File: config.mk
export PLATFORM = sky130hd
export DESIGN_NAME = voice_sched_flat
export DESIGN_NICKNAME = d
export VERILOG_FILES = /design/src/rtl/voice_sched_pkg.sv /design/src/rtl/voice_sched_if.sv /design/src/rtl/voice_sched.sv /design/src/flat_wrapper.sv
export SDC_FILE = /design/constraint.sdc
export NUM_CORES = 1
export LEC_CHECK = 0
export CORE_AREA = 2 2 39 41
export CTS_CLUSTER_SIZE = 8
export DETAILED_ROUTE_END_ITERATION = 8
export DIE_AREA = 0 0 41 43
export GPL_TIMING_DRIVEN = 0
export PLACE_DENSITY = 0.78
export RECOVER_POWER = 50
export SLEW_MARGIN = 40
export SYNTH_ARGS = -nofsm -noshare
export SYNTH_HDL_FRONTEND = slang
export SYNTH_SLANG_ARGS = --single-unit
File: constraint.sdc
create_clock -name clk -period 5.03 [get_ports clk]
set_input_delay 0.503 -clock clk [delete_from_list [all_inputs] [get_ports clk]]
set_output_delay 0.503 -clock clk [all_outputs]
set_load 0.05 [all_outputs]
File: src/rtl/voice_sched_pkg.sv
// -----------------------------------------------------------------------------
// voice_sched_pkg
// Shared types and helpers for the voice frame sequencer.
//   state_t        : sequencer FSM encoding
//   DEF_*          : default frame geometry
//   min_frame_len  : clocks from tick to return-to-IDLE with an always-ready
//                    output stage and no voices masked; divisor settings must
//                    leave at least this many clocks between ticks
// -----------------------------------------------------------------------------
package voice_sched_pkg;

    localparam int DEF_NUM_VOICES  = 3;
    localparam int DEF_SLOT_CYCLES = 4;

    typedef enum logic [1:0] {
        ST_IDLE  = 2'd0,
        ST_VOICE = 2'd1,
        ST_MIX   = 2'd2,
        ST_OUT   = 2'd3
    } state_t;

    // One slot per voice, plus one MIX clock and one OUT clock.
    function automatic int min_frame_len(input int num_voices, input int slot_cycles);
        return num_voices * slot_cycles + 2;
    endfunction

endpackage

File: src/rtl/voice_sched_if.sv
// -----------------------------------------------------------------------------
// voice_sched_if
// Control/status bundle between the frame sequencer and its surroundings.
//   Inputs to the sequencer : tick_en, enable, sample_ready, clr_overrun,
//                             voice_mask (only with VOICE_SCHED_MASK_EN)
//   Outputs from sequencer  : voice_sel, voice_phase, voice_strobe, mix_strobe,
//                             sample_valid, busy, overrun
// Modports:
//   slave  : the sequencer itself
//   master : the side that drives ticks/handshake and observes the sequencer
// Optional feature macro: VOICE_SCHED_MASK_EN
// -----------------------------------------------------------------------------
interface voice_sched_if
    import voice_sched_pkg::*;
#(
    parameter int NUM_VOICES  = DEF_NUM_VOICES,
    parameter int SLOT_CYCLES = DEF_SLOT_CYCLES
) ();

    localparam int VSEL_W = (NUM_VOICES  > 1) ? $clog2(NUM_VOICES)  : 1;
    localparam int PH_W   = (SLOT_CYCLES > 1) ? $clog2(SLOT_CYCLES) : 1;

    logic              tick_en;
    logic              enable;
    logic              sample_ready;
    logic              clr_overrun;
`ifdef VOICE_SCHED_MASK_EN
    logic [NUM_VOICES-1:0] voice_mask;
`endif
    logic [VSEL_W-1:0] voice_sel;
    logic [PH_W-1:0]   voice_phase;
    logic              voice_strobe;
    logic              mix_strobe;
    logic              sample_valid;
    logic              busy;
    logic              overrun;

    modport slave (
        input  tick_en,
        input  enable,
        input  sample_ready,
        input  clr_overrun,
`ifdef VOICE_SCHED_MASK_EN
        input  voice_mask,
`endif
        output voice_sel,
        output voice_phase,
        output voice_strobe,
        output mix_strobe,
        output sample_valid,
        output busy,
        output overrun
    );

    modport master (
        output tick_en,
        output enable,
        output sample_ready,
        output clr_overrun,
`ifdef VOICE_SCHED_MASK_EN
        output voice_mask,
`endif
        input  voice_sel,
        input  voice_phase,
        input  voice_strobe,
        input  mix_strobe,
        input  sample_valid,
        input  busy,
        input  overrun
    );

endinterface

File: src/rtl/voice_sched.sv
// -----------------------------------------------------------------------------
// voice_sched
// Frame sequencer for the shared voice datapath. Each sample tick runs one
// frame: every voice gets SLOT_CYCLES clocks, then one mixer strobe, then a
// sample_valid/sample_ready handshake with the output stage. A tick arriving
// mid-frame is queued once (pending); a second one is dropped and flagged in
// the sticky overrun bit.
// Ports:
//   clk      : system clock
//   n_reset  : asynchronous active-low reset
//   bus      : voice_sched_if.slave (tick/enable/handshake in, sequencing out)
// Optional feature macro: VOICE_SCHED_MASK_EN adds a per-frame voice mask;
// masked voices take zero clocks.
//
// state    | meaning
// ---------+-----------------------------------------------------------
// ST_IDLE  | waiting for a tick (or a pending tick) with enable high
// ST_VOICE | sequencing voice slots; phase counts 0..SLOT_CYCLES-1
// ST_MIX   | single-cycle mixer strobe
// ST_OUT   | sample_valid held until sample_ready
// -----------------------------------------------------------------------------
module voice_sched
    import voice_sched_pkg::*;
#(
    parameter int NUM_VOICES  = DEF_NUM_VOICES,
    parameter int SLOT_CYCLES = DEF_SLOT_CYCLES
) (
    input  logic         clk,
    input  logic         n_reset,
    voice_sched_if.slave bus
);

    localparam int VSEL_W = (NUM_VOICES  > 1) ? $clog2(NUM_VOICES)  : 1;
    localparam int PH_W   = (SLOT_CYCLES > 1) ? $clog2(SLOT_CYCLES) : 1;

    localparam logic [PH_W-1:0] LAST_PHASE = PH_W'(SLOT_CYCLES - 1);

    state_t            state_q, state_d;
    logic [VSEL_W-1:0] vsel_q, vsel_d;
    logic [PH_W-1:0]   phase_q, phase_d;
    logic              pending_q, pending_d;
    logic              overrun_q, overrun_d;
    logic              start;
    logic              ovr_set;

`ifdef VOICE_SCHED_MASK_EN
    logic [NUM_VOICES-1:0] mask_q, mask_d;
    logic [VSEL_W:0]       first_hit;
    logic [VSEL_W:0]       next_hit;

    // Lowest unmasked voice at or above 'from'; MSB flags that one exists.
    function automatic logic [VSEL_W:0] find_voice(input logic [NUM_VOICES-1:0] m,
                                                   input int from);
        logic [VSEL_W:0] r;
        r = '0;
        for (int i = NUM_VOICES - 1; i >= 0; i--) begin
            if (i >= from && !m[i]) begin
                r = {1'b1, VSEL_W'(i)};
            end
        end
        return r;
    endfunction

    assign first_hit = find_voice(bus.voice_mask, 0);
    assign next_hit  = find_voice(mask_q, int'(vsel_q) + 1);
`else
    localparam logic [VSEL_W-1:0] LAST_VOICE = VSEL_W'(NUM_VOICES - 1);
`endif

    assign start   = bus.enable && (bus.tick_en || pending_q);
    // A tick while one is already queued is dropped and flagged.
    assign ovr_set = bus.enable && bus.tick_en && pending_q;

    always_comb begin
        state_d   = state_q;
        vsel_d    = vsel_q;
        phase_d   = phase_q;
        pending_d = pending_q;
`ifdef VOICE_SCHED_MASK_EN
        mask_d    = mask_q;
`endif

        unique case (state_q)
            ST_IDLE: begin
                if (start) begin
                    phase_d = '0;
`ifdef VOICE_SCHED_MASK_EN
                    mask_d = bus.voice_mask;
                    if (first_hit[VSEL_W]) begin
                        state_d = ST_VOICE;
                        vsel_d  = first_hit[VSEL_W-1:0];
                    end else begin
                        state_d = ST_MIX;
                        vsel_d  = '0;
                    end
`else
                    state_d = ST_VOICE;
                    vsel_d  = '0;
`endif
                end
            end
            ST_VOICE: begin
                if (phase_q == LAST_PHASE) begin
                    phase_d = '0;
`ifdef VOICE_SCHED_MASK_EN
                    if (next_hit[VSEL_W]) begin
                        vsel_d = next_hit[VSEL_W-1:0];
                    end else begin
                        state_d = ST_MIX;
                    end
`else
                    if (vsel_q == LAST_VOICE) begin
                        state_d = ST_MIX;
                    end else begin
                        vsel_d = vsel_q + 1'b1;
                    end
`endif
                end else begin
                    phase_d = phase_q + 1'b1;
                end
            end
            ST_MIX: begin
                state_d = ST_OUT;
            end
            ST_OUT: begin
                if (bus.sample_ready) begin
                    state_d = ST_IDLE;
                end
            end
            default: begin
                state_d = ST_IDLE;
            end
        endcase

        // Pending bookkeeping: enable low flushes it; a start consumes it;
        // a first tick during a frame queues it.
        if (!bus.enable) begin
            pending_d = 1'b0;
        end else if (state_q == ST_IDLE) begin
            if (start) begin
                pending_d = 1'b0;
            end
        end else if (bus.tick_en && !pending_q) begin
            pending_d = 1'b1;
        end

        // Set beats a simultaneous clear.
        if (ovr_set) begin
            overrun_d = 1'b1;
        end else if (bus.clr_overrun) begin
            overrun_d = 1'b0;
        end else begin
            overrun_d = overrun_q;
        end
    end

    always_ff @(posedge clk or negedge n_reset) begin
        if (!n_reset) begin
            state_q   <= ST_IDLE;
            vsel_q    <= '0;
            phase_q   <= '0;
            pending_q <= 1'b0;
            overrun_q <= 1'b0;
`ifdef VOICE_SCHED_MASK_EN
            mask_q    <= '0;
`endif
        end else begin
            state_q   <= state_d;
            vsel_q    <= vsel_d;
            phase_q   <= phase_d;
            pending_q <= pending_d;
            overrun_q <= overrun_d;
`ifdef VOICE_SCHED_MASK_EN
            mask_q    <= mask_d;
`endif
        end
    end

    assign bus.voice_sel    = vsel_q;
    assign bus.voice_phase  = phase_q;
    assign bus.voice_strobe = (state_q == ST_VOICE) && (phase_q == '0);
    assign bus.mix_strobe   = (state_q == ST_MIX);
    assign bus.sample_valid = (state_q == ST_OUT);
    assign bus.busy         = (state_q != ST_IDLE);
    assign bus.overrun      = overrun_q;

endmodule
File: src/flat_wrapper.sv
// flat-port wrapper written by rule: the top's interface ports become plain ports
module voice_sched_flat import voice_sched_pkg::*;
#(
    parameter int NUM_VOICES  = DEF_NUM_VOICES,
    parameter int SLOT_CYCLES = DEF_SLOT_CYCLES
)
  (clk, n_reset, bus_tick_en, bus_enable, bus_sample_ready, bus_clr_overrun, bus_voice_sel, bus_voice_phase, bus_voice_strobe, bus_mix_strobe, bus_sample_valid, bus_busy, bus_overrun);
  voice_sched_if #(.NUM_VOICES(NUM_VOICES), .SLOT_CYCLES(SLOT_CYCLES)) bus_i ();
  input  logic clk;
  input  logic n_reset;
  input wire logic [$bits(bus_i.tick_en)-1:0] bus_tick_en;
  input wire logic [$bits(bus_i.enable)-1:0] bus_enable;
  input wire logic [$bits(bus_i.sample_ready)-1:0] bus_sample_ready;
  input wire logic [$bits(bus_i.clr_overrun)-1:0] bus_clr_overrun;
  output wire logic [$bits(bus_i.voice_sel)-1:0] bus_voice_sel;
  output wire logic [$bits(bus_i.voice_phase)-1:0] bus_voice_phase;
  output wire logic [$bits(bus_i.voice_strobe)-1:0] bus_voice_strobe;
  output wire logic [$bits(bus_i.mix_strobe)-1:0] bus_mix_strobe;
  output wire logic [$bits(bus_i.sample_valid)-1:0] bus_sample_valid;
  output wire logic [$bits(bus_i.busy)-1:0] bus_busy;
  output wire logic [$bits(bus_i.overrun)-1:0] bus_overrun;
  assign bus_i.tick_en = bus_tick_en;
  assign bus_i.enable = bus_enable;
  assign bus_i.sample_ready = bus_sample_ready;
  assign bus_i.clr_overrun = bus_clr_overrun;
  assign bus_voice_sel = bus_i.voice_sel;
  assign bus_voice_phase = bus_i.voice_phase;
  assign bus_voice_strobe = bus_i.voice_strobe;
  assign bus_mix_strobe = bus_i.mix_strobe;
  assign bus_sample_valid = bus_i.sample_valid;
  assign bus_busy = bus_i.busy;
  assign bus_overrun = bus_i.overrun;
  voice_sched #(.NUM_VOICES(NUM_VOICES), .SLOT_CYCLES(SLOT_CYCLES)) u_core (.clk(clk), .n_reset(n_reset), .bus(bus_i));
endmodule
==> impl_results.md, run 1 <==
* Diode count at 0
* #FFs+latches synth at 8
* Skew-Pair Late Insertion Delay at 0.26 ns
* Power Dens Cells at 707 nW/µm²
* Synth cell types at 25
* RR Startpoint: u_core.pending_q
* Dpl ws at 2.69 ns
* Crit-path max FO at 10
* Highest clock rate at 381 MHz
* Post-CTS sizing at 0
* Gr ovfl total at 0
* Post-synth EDFFs at 0
* Period minus WS final at 2.63 ns
* Initial Util at 40.3%
* Hold_buf cts at 0
* First-pass GRT wire length at 1730 µm
* Most common library cells after synthesis: inv_1 (9), dfrtp_1 (8), ha_1 (8)
* Vias in the first global route at 407
* Worst min-delay path startpoint: u_core.pending_q
* Hold crit path type: reg2reg
* Root Buffer: clkbuf_4
* Slew @ Worst Pin at 1.06 ns
* Layout cells sized above 1 at 8.00%
* Rows at 14
* WS Path Type: reg2out
* Ys flop type: dfrtp_1
* CTS H-Tree Depth at 1
* Wire per inst at 11.7 µm
* TritonCTS Buffers at 3
* Synth warnings at 0
* Clock tree buffer depth at 2
* Startpoint class of the critical path: register
* Reg2Reg Depth at 3
* Via/cell ratio at 5.07
* Horiz. Die Dim at 41 µm
* Critical path endpoint category: output port
* Top-count cell post-synth: inv_1
* MaxCap Viol Count at 0
* Post-synth top area cell: dfrtp_1
* Initial drt markers at 6
* Final ANT Viol Nets at 0
* Leakage power at 0.334 nW
* Gpl congestion at 0.718
* Req. time, crit path at 4.53 ns
* Cell area after synthesis at 558 µm²
* VDD IR max at 0.328 mV
* Crit path launch: u_core.state_q[0]
* Worst hold margin at 0.507 ns
* Synth async-reset ratio at 100%
* Skew final at 0.00455 ns
* DR pass1 iterations at 4
* Crit path setup slack, layout at 2.40 ns
* Nets at 91
* Status: finished, final reports clean
* Sequential share of the synthesized area at 35.9%
* Avg Cell Area, Syn at 9.62 µm²
* Setup Viol. Count Final at 0
* CTS Sinks at 8
* Drt drc at 0
* Synth Instances at 58
* Full die area at 1760 µm²
* Total wire length at 1070 µm
* Final worst-path cycle share at 52.2%
* IO Port Bufs at 14
* Area delta synth->final at 32.1%
* Hold path cells at 2
* Synth top area share at 35.9%
* Clock transition at the registers of the reported paths at 0.06 ns
* Pins Over Slew Limit at 0
* Top post-synthesis cells by area: dfrtp_1 (36%), ha_1 (18%), inv_1 (6.1%)
* CTS tree: done
* RSZ-0062 raised after global routing: false
* Syn_nets at 72
* Largest net degree at the start of global routing at 11
* Setup TNS Final at 0 ns
* Via Count at 461
* WP data arrival at 2.12 ns
* Setup Fix Bufs, Post-CTS at 0
* Core Area at 1380 µm²
* Relative slew slack at 28.6%
* GRT Total Usage at 15.5%
* Die height at 43 µm
* Final Hold Fails at 0
* Post-DP HPWL at 812 µm
* Initial antenna violation count at 0
* Top Ports at 15
==> final timing paths <==
path                                              to  slack (ns)
max                                         bus_busy        2.40
min                               u_core.bus.overrun        0.51
max reg2reg                        u_core.state_q[1]        3.05
min reg2reg                       u_core.bus.overrun        0.51
max in group asynchronous  u_core.bus.voice_phase[1]        4.16
min in group asynchronous         u_core.bus.overrun        0.60
==> worst max-delay path, stage by stage, from the launching register on <==
cell	delay (ns)
dfrtp_1	0.40
inv_1	0.13
ha_1	0.22
clkbuf_1	0.35
inv_1	0.07
clkdlybuf4s50_1	0.71
==> stage by stage <==
| step | instance area (µm²) | power [W] | cells | utilization [%] |
|---|---|---|---|---|
| after floorplan | 558 | 0.000381 | 58 | - |
| after global placement | 718 | 0.000465 | 88 | 51.9 |
| after detailed placement | 718 | 0.000475 | 88 | 51.9 |
| after CTS | 741 | 0.000527 | 91 | 53.5 |
| after global routing | 737 | 0.000564 | 91 | 53.3 |
| final | 737 | 0.000521 | 91 | 53.3 |
==> cell type report <==
class | count | area, µm²
timing repair buffer | 14 | 140
fill | 131 | 647
clock buffer | 3 | 22.5
multi-input combinational | 39 | 312
inverter | 9 | 33.8
buffer | 2 | 8.76
sequential | 8 | 200
tap | 16 | 20.0
==> layer usage <==
metal	up-vias	wire [µm]	global-route usage [%]
met5	-	0	0
met4	0	44	14.0
met3	4	51	4.71
met2	10	504	19.4
met1	210	469	20.0
li1	237	-	-
==> report_power, final <==
part	internal, W	switching, W
Combinational	0.000137	0.000215
Sequential	0.0000918	0.0000274
Clock	0.0000273	0.0000221
Total	0.000256	0.000265
==> sequential cells by signal, summed over array words and instances (netlist names) <==
signal and count:
u_core.bus.overrun 1, u_core.bus.voice_phase 2, u_core.bus.voice_sel 2, u_core.pending_q 1, u_core.state_q 2
==> layout by cell type, fill, tap and decap left out <==
master and instances:
mux2i_1 3, or4bb_1 1, o211ai_1 1, nor2_1 3, a222oi_1 1, ha_1 8, and2_1 2, mux2_2 1
o21ai_0 2, inv_1 9, clkbuf_4 3, a31oi_1 1, clkbuf_1 1, nand3_1 5, a2111o_1 1, o221ai_1 1
a31o_2 1, nand2b_1 1, dfrtp_1 8, a2bb2oi_1 1, o22ai_1 1, nand2_1 3, buf_2 1, dlygate4sd3_1 2
clkdlybuf4s50_1 12, a21boi_0 1, nor3b_1 1
==> cells by family (layout without fill, tap and decap cells) <==
logic type	count (synthesis)	count (layout)	synth area share, %
and+or+nand+nor	16	16	15.2
AOI/OAI and AO/OA	11	11	15.9
buffers and inverters	11	28	7.62
adders and majority gates	8	8	17.9
DFF	8	8	35.9
muxes	4	4	7.40
Power figures use the tool's default switching activity.
==> run 2, diff against run 1 <==
Settings changed: CORE_AREA 2 2 39 41 to default, CORE_MARGIN from default to 2, CORE_UTILIZATION from default to 41, DIE_AREA 0 0 41 43 to default, PLACE_DENSITY 0.78 to 0.79.
Clock period 5.03 ns to 2.11 ns, I/O delays scaled along.
==> run 2 against run 1 <==
  * Die area is 5.2% lower
  * Worst setup slack got worse by 2.3 ns
  * Register-to-register slack got worse by 2.8 ns
  * Critical path depth decreased by 2
  * Sequential share of layout area is 0.093 points higher
  * Clock power grew 140%
  * Clock skew barely moved
  * Hold slack got worse by 0.21 ns
==> impl_results.md, run 2 (same netlist as run 1, synthesis figures left out) <==
* CP Buf/Inv Count at 2
* Area delta synth->final at 31.6%
* CTS Sinks at 8
* WS Path Type: reg2out
* Power Dens Cells at 1670 nW/µm²
* Initial drt markers at 7
* Via/cell ratio at 5.19
* TritonCTS Buffers at 3
* Final ANT Viol Nets at 0
* Combinational share of power at 67.1%
* CTS tree: done
* Crit Reg-Reg Endpoint: u_core.state_q[1]
* Seq pwr share at 23.4%
* FF+latch area at 200 µm²
* Area of the multi-input gates at 315 µm²
* Largest net degree at the start of global routing at 11
* Vias in the first global route at 375
* Status: finished, final reports clean
* Final worst-path cycle share at 93.4%
* Period minus WS final at 1.97 ns
* RSZ-0062 raised after global routing: false
* First-pass GRT wire length at 1500 µm
* Setup Viol. Count Final at 0
* Pins Over Slew Limit at 0
* Clock tree buffer depth at 2
* Core Area at 1280 µm²
* Crit-path max FO at 4
* CP cell instances: inv_1 -> ha_1 -> clkdlybuf4s50_1
* Gpl congestion at 0.665
* Final instance count without filler cells at 90
* Startpoint class of the critical path: register
* Slew @ Worst Pin at 0.495 ns
* Top Ports at 15
* Hold crit path type: in2async
* Clock power frac at 9.5%
* Rows at 13
* IO Port Bufs at 14
* Most common cell after layout, fill and taps aside: clkdlybuf4s50_1
* Root Buffer: clkbuf_4
* Most frequent cells in the layout: clkdlybuf4s50_1 (10), inv_1 (9), ha_1 (8), dfrtp_1 (8), nand3_1 (5)
* Post-Place Cell Area at 717 µm²
* Skew final at 0.00424 ns
* Skew-Pair Late Insertion Delay at 0.26 ns
* Gr ovfl total at 0
* Via Count at 467
* Post-DP HPWL at 790 µm
* CP max stage delay at 0.80 ns
* Horiz. Die Dim at 40.9 µm
* Initial Util at 43.4%
* Switch Pwr at 0.000626 W
* Critical path endpoint category: output port
* Diode count at 0
* WP data arrival at 1.76 ns
* MaxCap Viol Count at 0
* Dpl cells at 87
* CP top delay family: buffers and inverters
* Clock transition at the registers of the reported paths at 0.05 ns
* Final Hold Fails at 0
* CTS H-Tree Depth at 1
* # fillers at 115
* Highest clock rate at 508 MHz
* R2R setup slack at 0.28 ns
* Wire per inst at 10.8 µm
* Die height at 40.9 µm
* Nets at 91
* Hold_buf cts at 0
* Reg2Reg Depth at 5
* Full die area at 1670 µm²
* P_int at 0.000598 W
* Layout cells sized above 1 at 12.0%
* DR pass1 iterations at 4
* Setup TNS Final at 0 ns
* Leakage power at 0.339 nW
* Switching part of the total at 51.2%
* VDD IR max at 0.909 mV
* Final Cell Area at 734 µm²
* Critical Path Slowest Stage Cell: clkdlybuf4s50_1
* Drt drc at 0
* Initial antenna violation count at 0
* RR Startpoint: u_core.state_q[1]
* Total wire length at 974 µm
* GRT Total Usage at 14.4%
* Req. time, crit path at 1.90 ns
* Relative slew slack at 66.9%
==> run 2: changes by cell type in the layout (fill, tap and decap cells not counted) <==
cell,before,now
clkbuf_1,1,0
clkdlybuf4s50_1,12,10
clkbuf_2,0,2
dlygate4sd2_1,0,1
o21ai_2,0,1
o21ai_0,2,1
==> run 2: how the worst max path moves through the flow <==
stage	endpoint	start	cells after the start	slack [ns]
2_1_floorplan	u_core.state_q[1]	u_core.bus.voice_phase[0]	4	0.23
3_3_place_gp	bus_busy	u_core.state_q[0]	5	0.07
3_5_place_dp	bus_busy	u_core.state_q[0]	5	0.03
4_1_cts	bus_busy	u_core.state_q[0]	5	0.04
5_1_grt	bus_busy	u_core.state_q[0]	5	0.03
6_report	bus_mix_strobe	u_core.state_q[0]	3	0.14
==> run 2: worst reg2reg max path: stages, from the launching register on <==
cell,delay [ns]
dfrtp_1,0.38
inv_1,0.10
ha_1,0.20
buf_2,0.18
a222oi_1,0.47
mux2_2,0.39
==> run 2: per-stage QoR <==
step                util, %  hold slack [ns]  worst slack [ns]  total power [W]
floorplan                 -          -0.0846             0.229         0.000908
detailed placement     55.8            0.512            0.0337          0.00113
finish                 57.2            0.294             0.140          0.00122
global placement       55.8            0.510            0.0672          0.00111
global route           57.2            0.333            0.0322          0.00133
CTS                    57.4            0.234            0.0434          0.00124
==> run 2: cell type report <==
class	instances	area share (%)
Timing Repair Buffer	14	18.2
Multi-Input combinational cell	39	42.9
Sequential cell	8	27.3
Buffer	2	1.36
Tap cell	15	2.56
Inverter	9	4.60
Clock buffer	3	3.07
==> run 2: per-layer routing <==
| layer | GRT usage, % | routed length, µm | vias to the layer above |
|---|---|---|---|
| li1 | - | - | 239 |
| met1 | 15.6 | 421 | 217 |
| met2 | 22.3 | 495 | 9 |
| met3 | 8.15 | 46 | 2 |
| met4 | 7.50 | 12 | 0 |
| met5 | 0 | 0 | - |
==> run 2: power by group through the flow <==
| stage | clock network [W] | logic [W] | registers (W) |
|---|---|---|---|
| 3_3_place_gp | 0 | 0.000826 | 0.000282 |
| 2_1_floorplan | 0 | 0.000509 | 0.000399 |
| 3_5_place_dp | 0 | 0.000843 | 0.000290 |
| 5_1_grt | 0.000127 | 0.000903 | 0.000298 |
| 4_1_cts | 0.000122 | 0.000832 | 0.000287 |
| 6_report | 0.000117 | 0.000821 | 0.000286 |
==> run 2: repair_timing <==
action                     CTS  global route
resized for setup            2             4
pin swaps                    0             0
setup buffers                0             0
setup endpoints to repair    2             2
